`config.mk`:
```
export PLATFORM = sky130hd
export DESIGN_NAME = async_req_injector
export DESIGN_NICKNAME = d
export VERILOG_FILES = /design/src/rtl/async_req_injector.sv
export SDC_FILE = /design/constraint.sdc
export NUM_CORES = 1
export LEC_CHECK = 0
export ABC_CLOCK_PERIOD_IN_PS = 2100
export CAP_MARGIN = 20
export CORE_ASPECT_RATIO = 0.7
export CORE_UTILIZATION = 42
export DETAILED_ROUTE_END_ITERATION = 16
export PLACE_DENSITY = 0.65
export SLEW_MARGIN = 15
export SYNTH_ARGS = -nofsm -noshare
export SYNTH_HDL_FRONTEND = slang
export SYNTH_SLANG_ARGS = --single-unit
```
`constraint.sdc`:
```
create_clock -name clk -period 2.1 [get_ports clk]
set_input_delay 0.315 -clock clk [delete_from_list [all_inputs] [get_ports clk]]
set_output_delay 0.315 -clock clk [all_outputs]
set_load 0.05 [all_outputs]
```
`src/rtl/async_req_injector.sv`:
```
// Clocked-to-async entry stage: FIFO-buffered words launched as 4-phase bundled-data handshakes.
// Optional ack watchdog enabled by defining ACK_TIMEOUT_EN.
module async_req_injector #(
    parameter int DATA_W      = 8,
    parameter int DEPTH       = 4,
    parameter int SETUP_CYC   = 2,
    parameter int SYNC_STAGES = 2,
    parameter int TIMEOUT     = 64
) (
    input  logic                     clk,
    input  logic                     rst,
    input  logic                     in_valid,
    output logic                     in_ready,
    input  logic [DATA_W-1:0]        in_data,
    output logic [DATA_W-1:0]        data_out,
    output logic                     req_out,
    input  logic                     ack_in,
    output logic                     busy,
    output logic [$clog2(DEPTH):0]   count,
    output logic                     err
);

    localparam int AW   = $clog2(DEPTH);
    localparam int CNTW = AW + 1;
    localparam int CW   = $clog2(SETUP_CYC + 1);
    localparam int FW   = $clog2(SYNC_STAGES + 1);

    typedef enum logic [2:0] {
        ST_RESYNC = 3'd0,
        ST_IDLE   = 3'd1,
        ST_SETUP  = 3'd2,
        ST_REQ_HI = 3'd3,
        ST_REQ_LO = 3'd4
    } state_t;

    if ((DEPTH < 2) || ((DEPTH & (DEPTH - 1)) != 0) || (SETUP_CYC < 1) ||
        (SYNC_STAGES < 2) || (TIMEOUT < 1)) begin : g_bad_params
        $error("async_req_injector: illegal parameter set");
    end

    state_t                  r_state;
    state_t                  w_state_nxt;
    logic [DATA_W-1:0]       r_mem [DEPTH];
    logic [AW-1:0]           r_wr_ptr;
    logic [AW-1:0]           r_rd_ptr;
    logic [CNTW-1:0]         r_count;
    logic [SYNC_STAGES-1:0]  r_ack_sync;
    logic [FW-1:0]           r_fill;
    logic [CW-1:0]           r_setup;
    logic [DATA_W-1:0]       r_data;
    logic                    r_req;
    logic                    w_ack_s;
    logic                    w_push;
    logic                    w_pop;
    logic                    w_req_nxt;

    assign w_ack_s  = r_ack_sync[SYNC_STAGES-1];
    assign in_ready = (r_count != CNTW'(DEPTH));
    assign w_push   = in_valid & in_ready;
    assign count    = r_count;
    assign data_out = r_data;
    assign req_out  = r_req;
    assign busy     = ((r_state != ST_IDLE) && (r_state != ST_RESYNC)) || (r_count != CNTW'(0));

    // ack_in crosses from the async domain; only the last stage is ever used
    always_ff @(posedge clk or posedge rst) begin
        if (rst) begin
            r_ack_sync <= '0;
        end else begin
            r_ack_sync <= {r_ack_sync[SYNC_STAGES-2:0], ack_in};
        end
    end

    always_ff @(posedge clk or posedge rst) begin
        if (rst) begin
            r_state <= ST_RESYNC;
        end else begin
            r_state <= w_state_nxt;
        end
    end

    // RESYNC must first let the synchroniser fill, otherwise a high ack held through reset looks low
    always_comb begin
        w_state_nxt = r_state;
        case (r_state)
            ST_RESYNC: begin
                if ((r_fill == FW'(SYNC_STAGES)) && !w_ack_s) w_state_nxt = ST_IDLE;
                else                                          w_state_nxt = ST_RESYNC;
            end
            ST_IDLE: begin
                if (r_count != CNTW'(0)) w_state_nxt = ST_SETUP;
                else                     w_state_nxt = ST_IDLE;
            end
            ST_SETUP: begin
                if (r_setup == CW'(0)) w_state_nxt = ST_REQ_HI;
                else                   w_state_nxt = ST_SETUP;
            end
            ST_REQ_HI: begin
                if (w_ack_s) w_state_nxt = ST_REQ_LO;
                else         w_state_nxt = ST_REQ_HI;
            end
            ST_REQ_LO: begin
                if (!w_ack_s) w_state_nxt = ST_IDLE;
                else          w_state_nxt = ST_REQ_LO;
            end
            default: w_state_nxt = ST_RESYNC;
        endcase
    end

    always_comb begin
        w_pop     = (r_state == ST_IDLE) && (r_count != CNTW'(0));
        w_req_nxt = (w_state_nxt == ST_REQ_HI);
    end

    // req_out comes straight from a flop so the C-element never sees a glitch
    always_ff @(posedge clk or posedge rst) begin
        if (rst) begin
            r_req   <= 1'b0;
            r_data  <= '0;
            r_setup <= '0;
            r_fill  <= '0;
        end else begin
            r_req <= w_req_nxt;
            if (w_pop) begin
                r_data  <= r_mem[r_rd_ptr];
                r_setup <= CW'(SETUP_CYC);
            end else if ((r_state == ST_SETUP) && (r_setup != CW'(0))) begin
                r_data  <= r_data;
                r_setup <= r_setup - CW'(1);
            end else begin
                r_data  <= r_data;
                r_setup <= r_setup;
            end
            if ((r_state == ST_RESYNC) && (r_fill != FW'(SYNC_STAGES))) r_fill <= r_fill + FW'(1);
            else                                                       r_fill <= r_fill;
        end
    end

    always_ff @(posedge clk) begin
        if (w_push) r_mem[r_wr_ptr] <= in_data;
    end

    always_ff @(posedge clk or posedge rst) begin
        if (rst) begin
            r_wr_ptr <= '0;
            r_rd_ptr <= '0;
            r_count  <= '0;
        end else begin
            if (w_push) r_wr_ptr <= r_wr_ptr + AW'(1);
            else        r_wr_ptr <= r_wr_ptr;
            if (w_pop) r_rd_ptr <= r_rd_ptr + AW'(1);
            else       r_rd_ptr <= r_rd_ptr;
            case ({w_push, w_pop})
                2'b10:   r_count <= r_count + CNTW'(1);
                2'b01:   r_count <= r_count - CNTW'(1);
                default: r_count <= r_count;
            endcase
        end
    end

`ifdef ACK_TIMEOUT_EN
    localparam int TOW = $clog2(TIMEOUT + 1);
    logic [TOW-1:0] r_to_cnt;
    logic           r_err;
    logic           w_in_req;

    assign w_in_req = (r_state == ST_REQ_HI) || (r_state == ST_REQ_LO);
    assign err      = r_err;

    // watchdog only observes; a stuck handshake keeps waiting
    always_ff @(posedge clk or posedge rst) begin
        if (rst) begin
            r_to_cnt <= '0;
            r_err    <= 1'b0;
        end else begin
            if (w_state_nxt != r_state) begin
                r_to_cnt <= '0;
                r_err    <= r_err;
            end else if (w_in_req && (r_to_cnt != TOW'(TIMEOUT))) begin
                r_to_cnt <= r_to_cnt + TOW'(1);
                r_err    <= r_err | (r_to_cnt == TOW'(TIMEOUT - 1));
            end else begin
                r_to_cnt <= r_to_cnt;
                r_err    <= r_err;
            end
        end
    end
`else
    assign err = 1'b0;
`endif

endmodule

```
Word level (Yosys, flattened, before mapping)
Memory sizes are Yosys's and may differ from the RTL's. A register that Yosys moved wholly into a read port is not among the register bits.
Index checks and enable logic that the tools add are counted.
{"block": "word_totals", "input_bits": 12, "register_bits": 17, "ram_bits": 32, "word_cells": 52, "out_inout_bits": 15, "mem_count": 1}
{"block": "op_classes", "muxes": 11, "add_sub_neg": 6, "bitwise_logic": 1, "reduce_logical": 14, "n_eq_ne": 11}
{"memory": "r_mem", "words": 4, "width": 8, "read_ports": 1, "rd_ports_with_merged_regs": 1, "wr": 1, "line_no": "43", "rtl": "logic [DATA_W-1:0] r_mem [DEPTH];"}
{"op": "one-hot mux 3 bit (5 select lines)", "n": 1}
{"op": "== test 3 x 2 -> 1 bit (second input constant)", "n": 3}
{"op": "adder 2 x 1 -> 2 bit (second input constant)", "n": 3}
{"op": "two-way mux 2 bit", "n": 3}
{"op": "two-way mux 3 bit", "n": 2}
{"op": "one-hot mux 3 bit (2 select lines)", "n": 1}
{"op": "nonzero test 2 bit", "n": 3}
{"op": "nonzero test 3 bit", "n": 2}
{"op": "logical AND 1 bit", "n": 5}
{"op": "== test 2 bit (second input constant)", "n": 2}
{"op": "two-way mux 1 bit", "n": 4}
{"op": "adder 3 x 1 -> 3 bit (second input constant)", "n": 1}
{"op": "== test 3 x 1 -> 1 bit (second input constant)", "n": 1}
{"op": "== test 3 bit (second input constant)", "n": 1}
{"op": "zero test 3 bit", "n": 1}
{"op": "inequality test 3 x 1 -> 1 bit (second input constant)", "n": 1}
{"op": "inequality test 3 bit (second input constant)", "n": 1}
{"op": "subtractor 3 x 1 -> 3 bit (second input constant)", "n": 1}
{"op": "== test 2 x 1 -> 1 bit (second input constant)", "n": 1}
{"op": "zero test 2 bit", "n": 1}
{"op": "inequality test 2 bit (second input constant)", "n": 1}
{"op": "subtractor 2 x 1 -> 2 bit (second input constant)", "n": 1}
{"op": "bitwise AND 1 bit", "n": 1}
{"op": "zero test 1 bit", "n": 1}
{"op": "logical OR 1 bit", "n": 1}

Logic depth before layout (Yosys ltp)
{"block": "depth", "depth_word": 5, "mapped_depth": 10, "depth_no_buf": 10}

Worst setup path before layout
No wires, ideal clock.
{"block": "synth_path", "path_type": "register -> register", "from": "register r_count[2] (netlist: count[2])", "to": "register r_count[2] (netlist: count[2])", "required_ns": 2.018, "setup_ns": 0.082, "slack_ns": -0.357, "n_path_buf": 0, "period_less_slack_ns": 2.457, "arrival_time_ns": 2.375, "stages_incl_launch_ff": 10, "cell_sequence": "dfrtp_1 nand3_2 and2_4 inv_1 ha_1 inv_1 fa_1 xor2_1 nor2_1 xor2_1"}
{"block": "synth_between", "elab_chain_cells": 4, "word_cells_on_any_way": 10, "cone_classes": "add/sub (2); eq/ne (3); mux (1); bitwise (1); reduce/logical (3)"}
{"element": "start, declared", "line_no": "46", "rtl": "logic [CNTW-1:0] r_count;"}
{"element": "start signal, assigned", "line_no": "154", "rtl": "2'b10: r_count <= r_count + CNTW'(1);"}
{"element": "start signal, assigned", "line_no": "155", "rtl": "2'b01: r_count <= r_count - CNTW'(1);"}
{"element": "start signal, assigned", "line_no": "156", "rtl": "default: r_count <= r_count;"}
{"element": "inequality test 3 bit *", "line_no": "58", "rtl": "assign in_ready = (r_count != CNTW'(DEPTH));"}
{"element": "named net in_ready", "line_no": "13", "rtl": "output logic in_ready,"}
{"element": "bitwise AND 1 bit *", "line_no": "59", "rtl": "assign w_push = in_valid & in_ready;"}
{"element": "== test 2 x 1 -> 1 bit / == test 2 bit (equally long branches)", "line_no": "153", "rtl": "case ({w_push, w_pop})"}
{"element": "one-hot mux 3 bit (2 select lines) / nonzero test 2 bit (equally long branches)"}
The timed path passes the listed nets; every way through them passes the cells marked *.
A chain may end at the register's enable or synchronous reset.

Worst setup path in the final report
{"block": "layout_path", "from": "register r_count[2] (netlist: count[2])", "to": "output in_ready"}
{"block": "layout_between", "elab_chain_cells": 1}
{"element": "inequality test 3 bit", "line_no": "58"}
{"element": "end, declared", "line_no": "13"}
No other way between the ends.

==> summary by stage <==
Detailed routing
The final wirelength is 3.86 mm. The routed layout has around 1300 vias. In this run the remaining antenna-violating nets after routing total 0. The number of DRC violations after detailed-routing iteration 0 is 72. After detailed routing, the average wire length per cell comes to 14.3 um.

In the routed layout, each cell is associated on average with a via count of ~4.7. The number of remaining DRC errors is 0. The first detailed-routing pass took 4 iterations.

Setup path
The endpoint kind of the worst setup timing path is a primary output. The worst setup path is launched from a flop. The data required time of the critical path is around 1.8 ns.

The worst endpoint data arrival time is about 1.7 ns. The kind of critical path is reg -> out. The largest fanout of any net on the critical path is 6.

Outcome
The run finished with clean final reports.

Place
In this run the tool buffered the top-level ports with 25 buffer cells. The final HPWL from detailed placement is roughly 2.7 mm. Routability-driven placement finished with a final weighted congestion of 0.737.

STA
For the pin with the worst max-slew slack, the measured transition is ~0.59 ns. In this run the tightest slew margin relative to its limit is 0.609. After routing, the total negative slack on setup checks comes to 0 ns. The final-layout worst hold slack is between 0.3 and 0.4 ns. In the finished design, the share of the clock period the worst path needs comes to 0.959. Clock skew on the completed layout was measured at 0.00962 ns.

The minimum clock period after layout is 2.01 ns. The max-slew violation total from the final report is 0. Setup violations remaining at the end of the flow were counted as 0. For this run, the top clock speed supported by timing is 496 MHz. The hold violation total from the final report was 0. Setup repair after global routing left no endpoint under its margin.

Logic synthesis
The library cell with the largest summed area after synthesis is edfxtp_1. The share of flip-flops with an asynchronous set or reset after synthesis is 0.439. The mean post-synth cell area is roughly 15 um2.

The number of standard cells after synthesis is 159. Of the total synthesized cell area, the portion taken by full adders, half adders and majority gates is 0.0454. The total of flip-flops plus latches after synthesis is 57.

The basic-gate share of the synthesized area counting and, or, nand and nor cells is 0.102. During synthesis, Yosys emitted a total of 0 warnings. The number of distinct library cells after synthesis is 37. In this run, synthesis inferred 32 flip-flops with an integrated enable.

The area share of the largest cell type after synthesis is 0.405. Yosys attributes the largest share of cell area to edfxtp_1, dfrtp_1, mux4_2. The number of nets in the synthesized netlist is 179. The cell area after synthesis is 2370 um2.

The post-synthesis sequential area ratio is 0.669. By area, the combinational part of the netlist is dominated by simple AND/OR/NAND/NOR gates. The xor/xnor share of the synthesized area is 0.0327.

The post-synthesis mux area share is 0.0849. Among all flip-flop cells after synthesis, the most frequent one is edfxtp_1. The complex-gate fraction of the synthesized area came to 0.0253.

Floorplanning
During I/O placement, the number of pins put on the boundary was 27. The initial utilization of the core area, before any placement, comes to 0.444. Row generation in the floorplan step produced 22 rows.

From left edge to right edge, the die measures 91.8 um. The die footprint is 5960 um2. The floorplan step defined a core boundary enclosing between 5000 and 6000 um2. The die is ~65 um tall.

Flow run
The tool flagged a number of max-cap violations equal to 0.

CTS
TritonCTS built the clock tree. In this run the clock root is driven by a clkbuf_8. The clock sink count is 57. The hold buffer count at cts is 0. Post-CTS timing repair inserted 0 buffers for setup. The latest clock arrival within the worst-skew pair is 0.33 ns.

The H-tree was split into 3 levels. The maximum number of buffers from clock root to sink is 2. The clock-pin slew on the worst setup and hold paths is 0.06 ns. Counting the buffers created by CTS gives 9.

Cells and area
The layout net count is 212. The repair_antennas step left the layout with diodes totalling 0. Of the cells placed in the final design, the portion with a size suffix greater than 1 is 0.218. The post-route core utilization is 0.546.

The layout overhead on the synthesized area is 22.9%. The most common cell after layout, fill and taps aside is edfxtp_1. The filler cell count is about 440.

The top cell types in the final layout, fill and taps aside, are edfxtp_1, nand2_1, clkdlybuf4s50_1, dfrtp_1, clkbuf_8.

Global route
The all-layer global routing usage is 0.149. The via count of the first global-routing pass is 1267. Entering global routing, the biggest net connects 26 pins. The first global-routing pass estimated 6.32 mm of wire. The total congestion overflow is 0.

The number of antenna violations at the first check in global routing is 0.

Worst hold path
The min-delay analysis places its worst path in the category in -> async.

Power
The maximum VDD drop is 0.711 mV. In this run the static leakage power is 0.00116 uW. The total power consumption of the routed design is 4580 uW. Dividing total power by cell area gives a power density of 1570 nW/um2.
==> power breakdown <==
part           switching (uW)  internal, uW  leakage (uW)
registers                 272          1530      0.000594
clock network             401           609     0.0000973
logic                    1020           740      0.000473
total                    1700          2880       0.00116
==> what timing repair did <==
action / CTS / global route
cloned: 0 / 0
endpoints found under the setup margin: 1 / 1
resized for setup: 1 / 1
==> cell families after synthesis <==
family	Yosys count
xor gates and xnor gates	8
and+or+nand+nor	49
adders and majority gates	8
other	1
AOI/OAI and AO/OA	8
buffers and inverters	18
DFF	57
muxes	10
==> per-stage QoR <==
stage          std cells  area (um2)  setup slack, ns
2_1_floorplan        159        2400           0.0165
3_3_place_gp         253        2710            0.110
3_5_place_dp         253        2710          0.00902
4_1_cts              269        2910           0.0664
5_1_grt              269        2920           0.0172
6_report             269        2920           0.0858
==> registers in the layout (all words and copies together) (netlist names) <==
name        cells
r_mem          32
r_setup         2
data_out        8
r_ack_sync      2
r_fill          2
r_wr_ptr        2
r_rd_ptr        2
r_state         3
req_out         1
count           3
==> critical path: stages (launching register included) <==
cell	delay (ns)
dfrtp_2	0.44
nand3_4	0.12
clkdlybuf4s50_1	0.81
==> Yosys cell counts, types with 2 or more instances <==
master and n:
edfxtp_1 32, mux4_2 8, xor2_1 2, buf_6 2
nand2_1 30, nor2_1 4, inv_2 2, and3_1 4
inv_1 10, xnor2_1 5, o21ai_0 2, buf_4 2
ha_1 7, nand3_2 2, dfrtp_1 25
==> cell type report <==
cell class	count	area, um2	area share
flip-flops and latches	57	1590	0.545
well taps	72	90.1	0.0309
multi-input cells	84	718	0.246
clock buffers	13	159	0.0545
repair buffers	28	272	0.0931
clock inverters	3	41.3	0.0142
inverters	12	45.0	0.0155
==> layer usage <==
layer  track usage  share of wire  up-vias  wire (um)
met4        0.0566         0.0062        0         24
met3        0.0751          0.043        4        167
met1         0.172           0.45      627       1740
met2         0.242           0.50       26       1930
li1              -              -      618          -
met5             0              0        -          0
==> path summary, 6_finish.rpt <==
path	from	end	slack, ns	cells past startpoint
setup reg to reg	r_state[2]	count[2]	0.15	9
setup / recovery	count[2]	in_ready	0.09	2
max in group asynchronous	rst	count[0]	1.49	3
hold / removal	rst	data_out[6]	0.33	3
hold reg to reg	r_ack_sync[0]	r_ack_sync[1]	0.36	0
min in group clk	r_ack_sync[0]	r_ack_sync[1]	0.36	0
Power figures use the tool's default switching activity.
==> RTL edit, RTL diff (same settings) <==
`DEPTH`: 4 -> 8.
--- a/src/rtl/async_req_injector.sv
+++ b/src/rtl/async_req_injector.sv
@@ -4,3 +4,3 @@
     parameter int DATA_W      = 8,
-    parameter int DEPTH       = 4,
+    parameter int DEPTH       = 8,
     parameter int SETUP_CYC   = 2,
Ports: changed (resized count); port bits go from 27 to 28. No check against the original RTL was run, so the function may have changed too.
==> RTL edit against the unedited design <==
  * Sequential cell count rose by 35
  * Wire length increased by 71%
  * The run now ends with negative setup slack left
  * Worst setup slack worse by 0.22 ns
  * Synthesized area increased by 61%
  * Largest power group is now combinational cells
  * Via count grew 56%
  * Final area rose by 61%
  * Power up 52%
  * Final cell count up 50%
==> RTL edit: results (changes against the unedited design) <==
| Metric | Value |
|---|---|
| Worst reg-to-reg path cell count | 11 (+2) |
| Library cells used by synthesis | 41 (+11%) |
| Critical Path Fanout Max | 7 (+1) |
| Count of buffers from port buffering | 26 (+4.0%) |
| Run status | finished, violations left |
| Violations in the final reports | negative setup slack |
| Placer Congestion | 0.793 (+7.6%) |
| Layout cell share with drive strength beyond 1 | 29.0% (+7.1 points) |
| Highest ir drop seen on vdd | 0.546 mV (-23%) |
| Detailed-placement wirelength estimate | 4380 microns (+64%) |
| Placed cells | 384 (+52%) |
| Routed metal-1 wire length | 3140 microns (+81%) |
| Worst Hold Margin | 0.336 ns (+0.00378 ns) |
| Global routing usage summed across all routing layers | 15.7% (+0.78 points) |
| Startpoint of the worst-slack reg-to-reg timing path | count[0] |
| Setup TNS | -0.136 ns (-0.136 ns) |
| Net switching power of the design | 2.43 mW (+43%) |
| Area contributors post-synth | edfxtp_1 (50%), dfrtp_1 (18%), mux4_2 (9.4%), mux2i_1 (2.6%), ha_1 (2.3%) |
| Number of flip-flops under the largest register name | 64 (+100%) |
| Post-Route Skew | 0.00711 ns (-0.00251 ns) |
| Vias in the first global route | 1975 (+56%) |
| CP max-delay cell | or4_4 |
| Capture point of the critical path | busy |
| Fin worst setup slack | -0.136 ns (-0.221 ns) |
| Met2 usage | 22.7% (-1.5 points) |
| Seq. pwr | 2.65 mW (+47%) |
| Asr flop ratio synth | 30.4% (-13 points) |
| Finish-stage setup viols | 1 (+1) |
| Pin slew with the least headroom to its limit | 0.608 ns (+0.0217 ns) |
| Top Family by Delay on Critical Path | simple AND/OR/NAND/NOR gates |
## RTL edit: changes by cell type in the layout (fill, tap and decap cells not counted), sizes merged, moves of 4 or more
cell / unedited run / this run
edfxtp: 32 / 64
buf: 3 / 26
nand2: 30 / 17
o21ai: 2 / 12
mux2i: 1 / 10
mux4: 8 / 16
nor3: 1 / 7
and3: 4 / 0
clkbuf: 13 / 9
## RTL edit: logic make-up (layout without fill, tap and decap cells)
group	Yosys count	count (layout)	share of synthesized area [%]
DFF	92	92	68.7
and+or+nand+nor	48	48	6.53
muxes	28	28	12.7
AOI/OAI and AO/OA	22	22	3.48
buffers and inverters	21	75	3.71
xor gates and xnor gates	10	10	2.49
adders and majority gates	7	7	2.30
other	1	1	0.0983
## RTL edit: layout make-up
class,instances,area [sq um]
Inverter,9,38.8
Fill cell,699,3920
Multi-Input combinational cell,116,1120
Timing Repair Buffer,50,465
Clock inverter,7,75.1
Sequential cell,92,2630
Clock buffer,9,225
Tap cell,120,150
